File: src/rtl/phy_lane_cmp.sv
// One-lane comparator: combinational mismatch flag plus a sticky error bit.
module phy_lane_cmp #(
    parameter int DATA_W = 8
) (
    input  logic              clk_4f,
    input  logic              reset,
    input  logic              en,
    input  logic              clr,
    input  logic [DATA_W-1:0] a_data,
    input  logic [DATA_W-1:0] b_data,
    input  logic              a_valid,
    input  logic              b_valid,
    output logic              mismatch,
    output logic              err
);

    assign mismatch = (a_data != b_data) || (a_valid != b_valid);

    // NOTE: sequential state uses non-blocking assignments so every flop samples pre-edge values.
    always_ff @(posedge clk_4f or negedge reset) begin
        if (!reset) begin
            err <= 1'b0;
        end else if (clr) begin
            err <= 1'b0;
        end else if (en && mismatch) begin
            err <= 1'b1;
        end
    end

endmodule

File: config.mk
export PLATFORM = sky130hd
export DESIGN_NAME = phy_lane_cmp
export DESIGN_NICKNAME = d
export VERILOG_FILES = /design/src/rtl/phy_lane_cmp.sv
export SDC_FILE = /design/constraint.sdc
export NUM_CORES = 1
export LEC_CHECK = 0
export CAP_MARGIN = 20
export CORE_AREA = 2 2 39 41
export DETAILED_ROUTE_END_ITERATION = 10
export DIE_AREA = 0 0 41 43
export GPL_TIMING_DRIVEN = 0
export PLACE_DENSITY = 0.58
export SYNTH_ARGS = -nofsm -noshare
export SYNTH_HDL_FRONTEND = slang
export SYNTH_SLANG_ARGS = --single-unit
export TNS_END_PERCENT = 10
File: constraint.sdc
create_clock -name clk_4f -period 1.15 [get_ports clk_4f]
set_clock_uncertainty 0.15 [all_clocks]
set_input_delay 0.2875 -clock clk_4f [delete_from_list [all_inputs] [get_ports clk_4f]]
set_output_delay 0.2875 -clock clk_4f [all_outputs]
set_load 0.005 [all_outputs]
==> summary.md <==
| Metric | Value |
|---|---|
| Startpoint Class | input pin |
| Synth Cell Area | 136 µm² |
| Status | finished with violations |
| Post-Layout Cell Count | 56 |
| Multi-input gate area | 123 µm² |
| Fin Hold WS | 0.290 ns |
| CTS clk-pin slew, worst paths | 0 ns |
| Final WS setup | -0.361 ns |
| Largest net degree at the start of global routing | 4 |
| Register area share after synthesis | 18.3% |
| GR peak layer | met2 |
| Failing checks | setup timing |
| Final Wtd Congestion | 0.514 |
| Maximum vdd drop | 84.6 µV |
| Routed Wire Length | 416 µm |
| Largest family of logic cells by synthesized area | XOR/XNOR gates |
| Met1 Use GR | 6.03% |
| Setup repair after global routing missed its margin | yes |
| TritonRoute pass-1 iters | 1 |
| Arrival @ worst endpoint | 1.07 ns |
| Synth Area in Simple Gates | 18.3% |
| Max FFs per register | 1 |
| Crit Path Max Fanout | 2 |
| Hold WC Path Type | in -> async |
| Most flops, register | err |
| Number of top-level pins | 24 |
| Most frequent cells in the layout | 7 x xor2_1, 7 x buf_2, 5 x dlygate4sd2_1, 4 x clkdlybuf4s15_1, 3 x clkdlybuf4s50_1 |
| Grt ovf | 0 |
| First-pass GRT wire length | 565 µm |
| Worst EP required | 0.71 ns |
| Worst slew pin tran | 0.195 ns |
| Quantity of I/O buffers inserted on ports | 23 |
| Storage element area | 25.0 µm² |
| Syn Nets | 38 |
| Placed cell count | 55 |
| Post-synthesis mux area share | 0% |
| Crit path kind | in -> out |
| Pwr Density | 375 mW/mm² |
| Met3 Use GR | 0.524% |
| Core Area | 0.00138 mm² |
| Via/cell ratio | 3.46 |
| Number of antenna-violating nets in the routed design | 0 |
| Die height | 43 µm |
| Post-DP HPWL | 387 µm |
| Yosys cell types | 8 |
| Nets | 64 |
| Setup total negative slack | -0.711 ns |
| Layout cells sized above 1 | 35.0% |
| Synth area leaders | xor2_1 45%, dfrtp_1 18%, xnor2_1 13% |
| Final hold viol count | 0 |
| Lkg Pwr | 0.163 nW |
| Max Cap Viol | 0 |
| Iteration-0 DRC Markers | 0 |
| Area Growth Syn to Fin | 161% |
| CP endpoint kind | output pin |
| Vias in the first global route | 154 |
| Die W | 41 µm |
| Final Max Tran Viols | 0 |
| WL/cell | 7.43 µm |
| Later-pin clock latency in the skew report | 0 ns |
| Vias | 194 |
| DRC | 0 |
| Placement Cell Area | 387 µm² |
| Post-synthesis compound-gate area fraction | 5.50% |
| Yosys top cell by area | xor2_1 |
| Synthesized instance count | 16 |
| Yosys top cell area share | 45.0% |
| Ant diodes | 0 |
| Minimum clock period | 1.51 ns |
| Total GRT Usage | 4.20% |
| FILL cells | 165 |
| Max frequency | 662 MHz |
| Yosys warns | 0 |
| Final setup fails | 2 |
| Initial antenna violation count | 0 |
| Final period util | 131% |
| Design area | 357 µm² |
| Syn avg cell area | 8.52 µm² |
| Row cnt | 14 |
| #FFs+latches synth | 1 |
| Starting Density | 9.86% |
| Slew headroom | 86.9% |
| Largest regs | err (1) |
| GR met2 Demand/Resource | 6.88% |
| Adder-Cell Fraction of Synth Area | 0% |
| Total Power | 0.134 mW |
| Xor and xnor fraction of the mapped netlist area | 57.8% |
| DIE AREA | 0.00176 mm² |
final timing paths:
| check | from | to | slack (ns) | cells after the start |
|---|---|---|---|---|
| setup / recovery | a_data[6] | mismatch | -0.36 | 5 |
| hold / removal | reset | err | 0.29 | 1 |
| setup reg to reg | err | err | 0.29 | 3 |
| hold reg to reg | err | err | 0.35 | 1 |
| max in group asynchronous | reset | err | 0.46 | 1 |
| min in group clk_4f | err | err | 0.35 | 1 |
routing by layer:
layer | routed length (µm) | vias to the layer above | part of all wire, %
met5 | 0 | - | 0
met4 | 0 | 0 | 0
met3 | 105 | 0 | 25
met2 | 176 | 17 | 42
met1 | 134 | 75 | 32
li1 | - | 102 | -
layout make-up:
cell class | instances | share of cell area [%]
Multi-Input combinational cell | 15 | 34.4
Sequential cell | 1 | 7.02
Tap cell | 16 | 5.61
Timing Repair Buffer | 24 | 53.0
report_power, final:
group,switching [mW],total [mW],internal (mW)
registers,0.00159,0.0399,0.0383
clock network,0,0,0
logic,0.0313,0.0940,0.0627
critical path, cell delays in order:
cell     delay (ns)
buf_6          0.09
xor2_1         0.15
nor4_2         0.26
nand4_1        0.13
buf_2          0.15
through the flow:
stage | utilization, % | setup WS [ns]
2_1_floorplan | - | -0.131
3_3_place_gp | 27.9 | -1.08
3_5_place_dp | 27.9 | -1.10
4_1_cts | 25.6 | -0.421
5_1_grt | 25.8 | -0.456
6_report | 25.8 | -0.361
cell families (layout without fill, tap and decap cells):
kind of cell / after synthesis / after routing
compound gates: 1 / 1
simple gates: 5 / 5
xor+xnor: 9 / 9
flops: 1 / 1
buf+inv: 0 / 24
synth_stat cells:
master and n:
o21a_1 1, dfrtp_1 1, xnor2_1 2, nor4_1 1, nand4_1 1, nor3_1 1, xor2_1 7, nor2_1 2
repair_timing:
action / CTS / global route
pin swaps: 12 / 4
buffers inserted: 1 / 0
hold buffers: 0 / 0
endpoints found under the hold margin: 0 / 0
resized for setup: 46 / 5
gates cloned: 0 / 0
endpoints found under the setup margin: 3 / 2
(Power assumes the default switching activity.)
